$ cat src/rtl/lu_pkg.sv
// Shared definitions for the logic-unit issue controller: opcodes, default width
// and the controller FSM state type.
package lu_pkg;

    localparam int LU_DATA_W = 32;

    localparam logic [2:0] LU_AND  = 3'b000;
    localparam logic [2:0] LU_XOR  = 3'b001;
    localparam logic [2:0] LU_NAND = 3'b010;
    localparam logic [2:0] LU_OR   = 3'b011;
    localparam logic [2:0] LU_NOTA = 3'b100;
    localparam logic [2:0] LU_NOR  = 3'b101;
    localparam logic [2:0] LU_NEGA = 3'b110;
    localparam logic [2:0] LU_XNOR = 3'b111;

    typedef enum logic [1:0] {
        IDLE  = 2'd0,
        RUN   = 2'd1,
        FLUSH = 2'd2
    } lu_state_e;

endpackage

$ cat src/rtl/lu_result_fifo.sv
// First-word-fall-through result FIFO with occupancy count and synchronous clear.
// The read port outputs zero while empty so the consumer side never sees stale data.
module lu_result_fifo
    import lu_pkg::*;
#(
    parameter int W     = LU_DATA_W + 5,
    parameter int DEPTH = 4
) (
    input  logic                     clk,
    input  logic                     rst_n,
    input  logic                     clear,
    input  logic                     push,
    input  logic [W-1:0]             push_data,
    input  logic                     pop,
    output logic [W-1:0]             pop_data,
    output logic [$clog2(DEPTH):0]   count
);

    localparam int AW = $clog2(DEPTH);
    localparam int CW = AW + 1;

    logic [W-1:0]  mem_q [DEPTH];
    logic [AW-1:0] wr_ptr_q, wr_ptr_d;
    logic [AW-1:0] rd_ptr_q, rd_ptr_d;
    logic [CW-1:0] count_q, count_d;
    logic          do_push, do_pop;

    assign do_pop  = pop & (count_q != '0);
    assign do_push = push & ((count_q != CW'(DEPTH)) | do_pop);

    // Pointers are exactly AW bits wide, so they wrap modulo DEPTH on their own.
    always_comb begin
        wr_ptr_d = wr_ptr_q + AW'(do_push);
        rd_ptr_d = rd_ptr_q + AW'(do_pop);
        count_d  = count_q + CW'(do_push) - CW'(do_pop);
        if (clear) begin
            wr_ptr_d = '0;
            rd_ptr_d = '0;
            count_d  = '0;
        end
    end

    always_ff @(posedge clk) begin
        if (!rst_n) begin
            wr_ptr_q <= '0;
            rd_ptr_q <= '0;
            count_q  <= '0;
        end else begin
            wr_ptr_q <= wr_ptr_d;
            rd_ptr_q <= rd_ptr_d;
            count_q  <= count_d;
        end
    end

    always_ff @(posedge clk) begin
        if (do_push && !clear) begin
            mem_q[wr_ptr_q] <= push_data;
        end
    end

    assign pop_data = (count_q != '0) ? mem_q[rd_ptr_q] : '0;
    assign count    = count_q;

endmodule

$ cat src/rtl/lu_issue_ctrl.sv
// Issue controller for the combinational logic unit: one registered issue stage
// feeding the unit, result capture one cycle later, and a credit-protected result FIFO.
module lu_issue_ctrl
    import lu_pkg::*;
#(
    parameter int DATA_W = LU_DATA_W,
    parameter int TAG_W  = 5,
    parameter int DEPTH  = 4
) (
    input  logic              clk,
    input  logic              rst_n,
    input  logic              flush,
    input  logic              in_valid,
    output logic              in_ready,
    input  logic [2:0]        in_op,
    input  logic [DATA_W-1:0] in_a,
    input  logic [DATA_W-1:0] in_b,
    input  logic [TAG_W-1:0]  in_tag,
    output logic [2:0]        lu_op,
    output logic [DATA_W-1:0] lu_a,
    output logic [DATA_W-1:0] lu_b,
    input  logic [DATA_W-1:0] lu_c,
    output logic              out_valid,
    input  logic              out_ready,
    output logic [DATA_W-1:0] out_result,
    output logic [TAG_W-1:0]  out_tag,
    output logic              busy,
    output logic [15:0]       issued_cnt
);

    localparam int CNT_W = $clog2(DEPTH) + 1;
    localparam int FW    = DATA_W + TAG_W;

    lu_state_e         state_q, state_d;
    logic              issue_valid_q, issue_valid_d;
    logic [2:0]        issue_op_q, issue_op_d;
    logic [DATA_W-1:0] issue_a_q, issue_a_d;
    logic [DATA_W-1:0] issue_b_q, issue_b_d;
    logic [TAG_W-1:0]  issue_tag_q, issue_tag_d;
    logic [15:0]       issued_cnt_q, issued_cnt_d;

    logic [CNT_W-1:0]  fifo_count;
    logic [FW-1:0]     fifo_rd_data;
    logic              accept, capture, pop;

    // Credit counts the issue-stage op too, so its capture always has a free slot.
    assign in_ready = rst_n & ~flush
                    & ((fifo_count + CNT_W'(issue_valid_q)) < CNT_W'(DEPTH));
    assign accept   = in_valid & in_ready;
    assign capture  = issue_valid_q & ~flush;
    assign out_valid = (fifo_count != '0);
    assign pop      = out_valid & out_ready & ~flush;

    always_comb begin
        issue_valid_d = issue_valid_q;
        issue_op_d    = issue_op_q;
        issue_a_d     = issue_a_q;
        issue_b_d     = issue_b_q;
        issue_tag_d   = issue_tag_q;
        if (!flush && accept) begin
            issue_valid_d = 1'b1;
            issue_op_d    = in_op;
            issue_a_d     = in_a;
            issue_b_d     = in_b;
            issue_tag_d   = in_tag;
        end else if (flush || issue_valid_q) begin
            // Park the unit inputs at idle values so they do not toggle.
            issue_valid_d = 1'b0;
            issue_op_d    = LU_AND;
            issue_a_d     = '0;
            issue_b_d     = '0;
            issue_tag_d   = '0;
        end
        issued_cnt_d = issued_cnt_q + 16'(accept);
    end

    always_comb begin
        state_d = state_q;
        unique case (state_q)
            IDLE:    if (accept) state_d = RUN;
            RUN:     if (pop && fifo_count == CNT_W'(1) && !accept && !issue_valid_q)
                         state_d = IDLE;
            FLUSH:   state_d = IDLE;
            default: state_d = IDLE;
        endcase
        if (flush) state_d = FLUSH;
    end

    always_ff @(posedge clk) begin
        if (!rst_n) begin
            state_q       <= IDLE;
            issue_valid_q <= 1'b0;
            issue_op_q    <= LU_AND;
            issue_a_q     <= '0;
            issue_b_q     <= '0;
            issue_tag_q   <= '0;
            issued_cnt_q  <= '0;
        end else begin
            state_q       <= state_d;
            issue_valid_q <= issue_valid_d;
            issue_op_q    <= issue_op_d;
            issue_a_q     <= issue_a_d;
            issue_b_q     <= issue_b_d;
            issue_tag_q   <= issue_tag_d;
            issued_cnt_q  <= issued_cnt_d;
        end
    end

    lu_result_fifo #(
        .W     (FW),
        .DEPTH (DEPTH)
    ) u_fifo (
        .clk       (clk),
        .rst_n     (rst_n),
        .clear     (flush),
        .push      (capture),
        .push_data ({lu_c, issue_tag_q}),
        .pop       (pop),
        .pop_data  (fifo_rd_data),
        .count     (fifo_count)
    );

    assign lu_op      = issue_op_q;
    assign lu_a       = issue_a_q;
    assign lu_b       = issue_b_q;
    assign out_result = fifo_rd_data[FW-1:TAG_W];
    assign out_tag    = fifo_rd_data[TAG_W-1:0];
    assign busy       = issue_valid_q | out_valid;
    assign issued_cnt = issued_cnt_q;

endmodule

$ cat config.mk
export PLATFORM = sky130hd
export DESIGN_NAME = lu_issue_ctrl
export DESIGN_NICKNAME = d
export VERILOG_FILES = /design/src/rtl/lu_pkg.sv /design/src/rtl/lu_result_fifo.sv /design/src/rtl/lu_issue_ctrl.sv
export SDC_FILE = /design/constraint.sdc
export NUM_CORES = 1
export LEC_CHECK = 0
export CELL_PAD_IN_SITES_DETAIL_PLACEMENT = 2
export CELL_PAD_IN_SITES_GLOBAL_PLACEMENT = 2
export CORE_MARGIN = 10
export CORE_UTILIZATION = 34
export DETAILED_ROUTE_END_ITERATION = 8
export PLACE_DENSITY = 0.91
export SKIP_CTS_REPAIR_TIMING = 1
export SLEW_MARGIN = 20
export SYNTH_ARGS = -nofsm -noshare
export SYNTH_HDL_FRONTEND = slang
export SYNTH_SLANG_ARGS = --single-unit
$ cat constraint.sdc
create_clock -name clk -period 6.55 [get_ports clk]
set_input_delay 1.31 -clock clk [delete_from_list [all_inputs] [get_ports clk]]
set_output_delay 1.31 -clock clk [all_outputs]
set_load 0.05 [all_outputs]
==> impl_metrics.tcl, run 1 <==
set metrics [dict create \
    run_status "finished, final reports clean" \
    cp_data_required_time_ns 5.24 \
    synthesis.instances 517 \
    drc_violation_count_after_routing 0 \
    die_height_um 181.7 \
    report.power.total_mw 3.441 \
    synthToLayoutAreaGrowth_pct 39.61 \
    synth_area_per_cell_um2 17.19 \
    power.static_leakage_nw 4.208 \
    final_common_cell "sky130_fd_sc_hd__clkdlybuf4s50_1" \
    die_footprint_um2 33010 \
    finalWirelength_um 26810 \
    fillCellCount 2383 \
    timing.max_cap.violations 0 \
    rows 59 \
    clock_sink_count 244 \
    antenna-diode-count 0 \
    finClkSkew_ns 0.01462 \
    dr.pass1.iters 4 \
    clk_pin_slew_ns 0.06 \
    finalWorstSetupSlack_ns 1.977 \
    dpl-instance-area_um2 11490 \
    worstPathMaxFanout 9 \
    grt_start_max_net_pins 73 \
    layout_worst_path_cycle_share 0.6981 \
    layout.cells.most_common_list "sky130_fd_sc_hd__clkdlybuf4s50_1 (231), sky130_fd_sc_hd__edfxtp_1 (148), sky130_fd_sc_hd__dfxtp_1 (94)" \
    drive_gt1_frac 0.1281 \
    detail-route-antenna-nets 0 \
    rsz0062_at_grt "false" \
    viasPerCell 4.968 \
    route.detailed.wl_per_inst_um 24.20 \
    numPlacedInstances 1059 \
    grt_antenna_before_repair 0 \
    vdd_ir_drop_max_mv 0.2130 \
    setup.worst_path.start_class "input pin" \
    nets 868 \
    synth_enable_flop_cells 148 \
    asyncSetResetFlopFracSynth 0 \
    drtIter0Drc 235 \
    fin_util 0.4790 \
    place.port_buffers 231 \
    cts_htree_levels 1 \
    detailedPlacementHpwl_um 17940 \
    power.density_nw_per_um2 277.3 \
    postSynthRegisterBits 244 \
    worst_ep_arrival_time_ns 3.26 \
    clockBufferDepth 3 \
    postSynthNetCount 632 \
    timing.critical_path.to_type "primary output" \
    worst-setup-path-type "input pin to primary output" \
    slew_headroom 0.2587 \
    grt.total_usage 0.1573 \
    grt_overflow_total 0 \
    final_cell_area_um2 12410 \
    clock_latency_reported_for_the_late_side_of_the_worst_skew_pair_ns 0.52 \
    maxSlewViolCount 0 \
    via_count_of_the_first_global_routing_pass 6415 \
    synth_flop_cell "sky130_fd_sc_hd__edfxtp_1" \
    max_clock_freq_mhz 218.7 \
    finalWeightedCongestion 0.7010 \
    place_ws_ns 1.958 \
    final-hold-violation-count 0 \
    holdWs_ns 0.4745 \
    die_width_um 181.7 \
    synth_area_um2 8890 \
    initial_utilization 0.3431 \
    worst-slew-pin-transition_ns 1.112 \
    global_route_wire_length_before_repair_um 41030 \
    final_period_minus_worst_setup_slack_ns 4.573 \
    cts_tree "done" \
    setup_viol_count_final 0 \
    routed-via-count 5504 \
    ys.warnings.count 0 \
    synth_cell_type_count 41 \
    synth.yosys.seq_area_share 0.7161 \
    fp.coreArea_um2 25910 \
    setup-tns-final_ns 0 \
    hold_class "flip-flop to flip-flop" \
    tritoncts.num_buffers 27 \
    post_layout_nonfiller_instances 1108 \
    boundaryPins 232 \
    root_buffer "sky130_fd_sc_hd__clkbuf_16" \
]
==> cell type report <==
type                    instances  area (µm²)  area share
flip-flops and latches        244        6371      0.5134
well taps                     335       419.2     0.03377
clock inverters                 8       113.9    0.009174
multi-input cells             238        2335      0.1881
clock buffers                  41       799.5     0.06442
repair buffers                236        2350      0.1893
inverters                       6       22.52    0.001815
==> metal layers <==
metal  part of all wire  global-route usage  vias to the layer above
met3              0.078             0.05606                       35
li1                   -                   -                     2483
met2               0.52              0.2828                      181
met5                  0                   0                        -
met4              0.015             0.03026                        0
met1               0.38              0.1755                     2805
==> kinds of logic after synthesis <==
| family | synth area share |
|---|---|
| buffers and inverters | 0.02407 |
| adders and majority gates | 0.009289 |
| and+or+nand+nor | 0.06334 |
| DFF | 0.7161 |
| AOI/OAI and AO/OA | 0.07966 |
| xor gates and xnor gates | 0.01379 |
| muxes | 0.09374 |
==> registers in the layout, indices dropped and copies added, names as in the netlist <==
register and count:
u_fifo.count 3, lu_op 3, u_fifo.rd_ptr_q 2, lu_b 32, lu_a 32, issued_cnt 16
u_fifo.wr_ptr_q 2, issue_valid_q 1, u_fifo.mem_q 148, issue_tag_q 5
==> critical path, stage by stage <==
cell and delay (ns):
sky130_fd_sc_hd__clkdlybuf4s50_1 0.57, sky130_fd_sc_hd__nand2b_1 0.28, sky130_fd_sc_hd__a21oi_2 0.24, sky130_fd_sc_hd__clkdlybuf4s50_1 0.86
==> path summary, 6_finish.rpt <==
check                  startpoint              end  slack [ns]  cells past startpoint
setup / recovery            rst_n         in_ready        1.98                      4
hold / removal           lu_b[15]         lu_b[15]        0.47                      1
setup reg to reg  u_fifo.count[1]  u_fifo.count[2]        3.86                     12
hold reg to reg          lu_b[15]         lu_b[15]        0.47                      1
==> synthesized netlist by cell type (2+ instances only) <==
library cell	instances	area [µm²]
sky130_fd_sc_hd__mux4_2	37	833.3
sky130_fd_sc_hd__or3_1	3	18.77
sky130_fd_sc_hd__buf_2	12	60.06
sky130_fd_sc_hd__xor2_1	10	87.58
sky130_fd_sc_hd__clkbuf_1	6	22.52
sky130_fd_sc_hd__nor2_1	18	67.56
sky130_fd_sc_hd__o21ai_0	3	15.01
sky130_fd_sc_hd__nor3b_1	2	15.01
sky130_fd_sc_hd__dfxtp_1	96	1922
sky130_fd_sc_hd__nand2b_1	3	18.77
sky130_fd_sc_hd__a22o_1	72	630.6
sky130_fd_sc_hd__ha_1	5	62.56
sky130_fd_sc_hd__a21oi_1	4	20.02
sky130_fd_sc_hd__edfxtp_1	148	4444
sky130_fd_sc_hd__nand4_1	4	25.02
sky130_fd_sc_hd__nand2_1	7	26.28
sky130_fd_sc_hd__nand3_1	5	25.02
sky130_fd_sc_hd__buf_4	4	30.03
sky130_fd_sc_hd__and2_1	42	262.8
sky130_fd_sc_hd__inv_1	6	22.52
sky130_fd_sc_hd__buf_6	7	78.83
sky130_fd_sc_hd__xnor2_1	4	35.03
==> report_power, final <==
group          leakage (nW)  total (mW)  switching (mW)  internal (mW)
Combinational          1.64       0.236           0.128          0.109
Clock                 0.454        1.54           0.592          0.953
Sequential             2.12        1.66          0.0136           1.65
Power figures use the tool's default switching activity.
==> run 2, diff against run 1 <==
--- a/config.mk
+++ b/config.mk
@@ -8,9 +8,9 @@
 export CELL_PAD_IN_SITES_DETAIL_PLACEMENT = 2
 export CELL_PAD_IN_SITES_GLOBAL_PLACEMENT = 2
 export CORE_MARGIN = 10
-export CORE_UTILIZATION = 34
+export CORE_UTILIZATION = 31
 export DETAILED_ROUTE_END_ITERATION = 8
-export PLACE_DENSITY = 0.91
+export PLACE_DENSITY = 0.88
 export SKIP_CTS_REPAIR_TIMING = 1
 export SLEW_MARGIN = 20
 export SYNTH_ARGS = -nofsm -noshare
==> constraint.sdc (replaced) <==
create_clock -name clk -period 4.2 [get_ports clk]
set_input_delay 0.84 -clock clk [delete_from_list [all_inputs] [get_ports clk]]
set_output_delay 0.84 -clock clk [all_outputs]
set_load 0.05 [all_outputs]
==> impl_metrics.tcl, run 2 (synthesis gave the netlist of run 1 again) <==
set metrics [dict create \
    clock_latency_reported_for_the_late_side_of_the_worst_skew_pair_ns 0.53 \
    drc_violation_count_after_routing 0 \
    slew_headroom 0.4496 \
    drive_gt1_frac 0.1343 \
    met2RoutedLength_um 13400 \
    vdd_ir_drop_max_mv 0.2411 \
    clockBufferDepth 3 \
    largest_register_ff_count 148 \
    layout.cells.most_common_list "sky130_fd_sc_hd__clkdlybuf4s50_1 (230), sky130_fd_sc_hd__edfxtp_1 (148), sky130_fd_sc_hd__dfxtp_1 (94)" \
    hold_class "flip-flop to flip-flop" \
    grt.total_usage 0.1480 \
    power.static_leakage_nw 4.234 \
    top_layer_used "met4" \
    cp_top_family "buffers and inverters" \
    final_common_cell "sky130_fd_sc_hd__clkdlybuf4s50_1" \
    detail-route-antenna-nets 0 \
    worst_ep_arrival_time_ns 2.90 \
    die_height_um 189.3 \
    grt_antenna_before_repair 1 \
    critical-path-slowest-cell "sky130_fd_sc_hd__clkdlybuf4s50_1" \
    dr.pass1.iters 4 \
    root_buffer "sky130_fd_sc_hd__clkbuf_16" \
    timing.max_cap.violations 0 \
    layout_worst_path_cycle_share 0.8903 \
    finalWorstSetupSlack_ns 0.4608 \
    maxSlewViolCount 0 \
    global_route_wire_length_before_repair_um 41630 \
    dpl-instance-area_um2 11620 \
    rows 61 \
    run_status "finished, final reports clean" \
    die_footprint_um2 35850 \
    max_stage_delay_ns 0.73 \
    cts_htree_levels 1 \
    synthToLayoutAreaGrowth_pct 40.58 \
    die_width_um 189.3 \
    antenna-diode-count 0 \
    finalWirelength_um 26950 \
    place_ws_ns 0.5194 \
    boundaryPins 232 \
    drtIter0Drc 152 \
    fp.coreArea_um2 28010 \
    report.power.total_mw 5.278 \
    setup-tns-final_ns 0 \
    worst-slew-pin-transition_ns 0.8256 \
    detailedPlacementHpwl_um 18850 \
    route.detailed.wl_per_inst_um 23.23 \
    clock_sink_count 244 \
    worst-setup-path-type "flip-flop to primary output" \
    clk_pin_slew_ns 0.06 \
    setup_viol_count_final 0 \
    grt_start_max_net_pins 73 \
    cp_data_required_time_ns 3.36 \
    cts_tree "done" \
    wl_met1_um 10690 \
    nets 875 \
    via_count_of_the_first_global_routing_pass 6596 \
    grt_overflow_total 0 \
    timing.critical_path.to_type "primary output" \
    final_period_minus_worst_setup_slack_ns 3.739 \
    worstPathCellList "buf_12 -> mux4_2 -> and2_1 -> clkdlybuf4s50_1" \
    power.density_nw_per_um2 422.3 \
    final_cell_area_um2 12500 \
    worst-path-buf-inv 2 \
    tritoncts.num_buffers 28 \
    worstPathMaxFanout 31 \
    finClkSkew_ns 0.01928 \
    setup.worst_path.start_class "flip-flop" \
    place.port_buffers 231 \
    rsz0062_at_grt "false" \
    dr_wl_met3_um 2544 \
    initial_utilization 0.3174 \
    max_clock_freq_mhz 267.4 \
    viasPerCell 4.802 \
    finalWeightedCongestion 0.7200 \
    routed-via-count 5570 \
    final-hold-violation-count 0 \
    registers.top_by_ff_count "u_fifo.mem_q" \
]
## run 2: worst paths after layout
check | from | endpoint | slack [ns] | depth (start not counted)
setup / recovery | u_fifo.rd_ptr_q[0] | out_tag[0] | 0.46 | 4
setup reg to reg | u_fifo.count[1] | u_fifo.count[2] | 1.57 | 12
hold reg to reg | lu_a[18] | lu_a[18] | 0.47 | 1
hold / removal | lu_a[18] | lu_a[18] | 0.47 | 1
## run 2: per-stage QoR
step	cells	utilization	hold WS [ns]
3_5_place_dp	1108	0.4148	0.4562
3_3_place_gp	1108	0.4148	0.4545
6_report	1160	0.4462	0.4710
5_1_grt	1160	0.4462	0.4940
4_1_cts	1160	0.4462	0.4758
2_1_floorplan	517	-	0.4610
## run 2: routing by layer
metal,track usage,up-vias
li1,-,2503
met1,0.1667,2832
met2,0.2588,209
met3,0.06046,26
met4,0.02839,0
met5,0,-
## run 2: layout make-up
type	count	area [µm²]
clock buffer	33	740.7
clock inverter	19	136.4
fill	2684	15510
inverter	6	22.52
multi-input combinational	238	2338
sequential	244	6369
tap	378	473.0
timing repair buffer	242	2417
## run 2: report_power, final
group          switching [mW]  internal, mW  leakage, nW
combinational           0.200         0.170         1.67
sequential             0.0202          2.57         2.12
clock                   0.947          1.37        0.440
total                    1.17          4.11         4.23
==> run 3, diff against run 2 <==
--- a/config.mk
+++ b/config.mk
@@ -12,7 +12,6 @@
 export DETAILED_ROUTE_END_ITERATION = 8
 export PLACE_DENSITY = 0.88
 export SKIP_CTS_REPAIR_TIMING = 1
-export SLEW_MARGIN = 20
 export SYNTH_ARGS = -nofsm -noshare
 export SYNTH_HDL_FRONTEND = slang
 export SYNTH_SLANG_ARGS = --single-unit
==> results of run 3 <==
No change in the layout: final DEF, timing and power equal those of run 2.
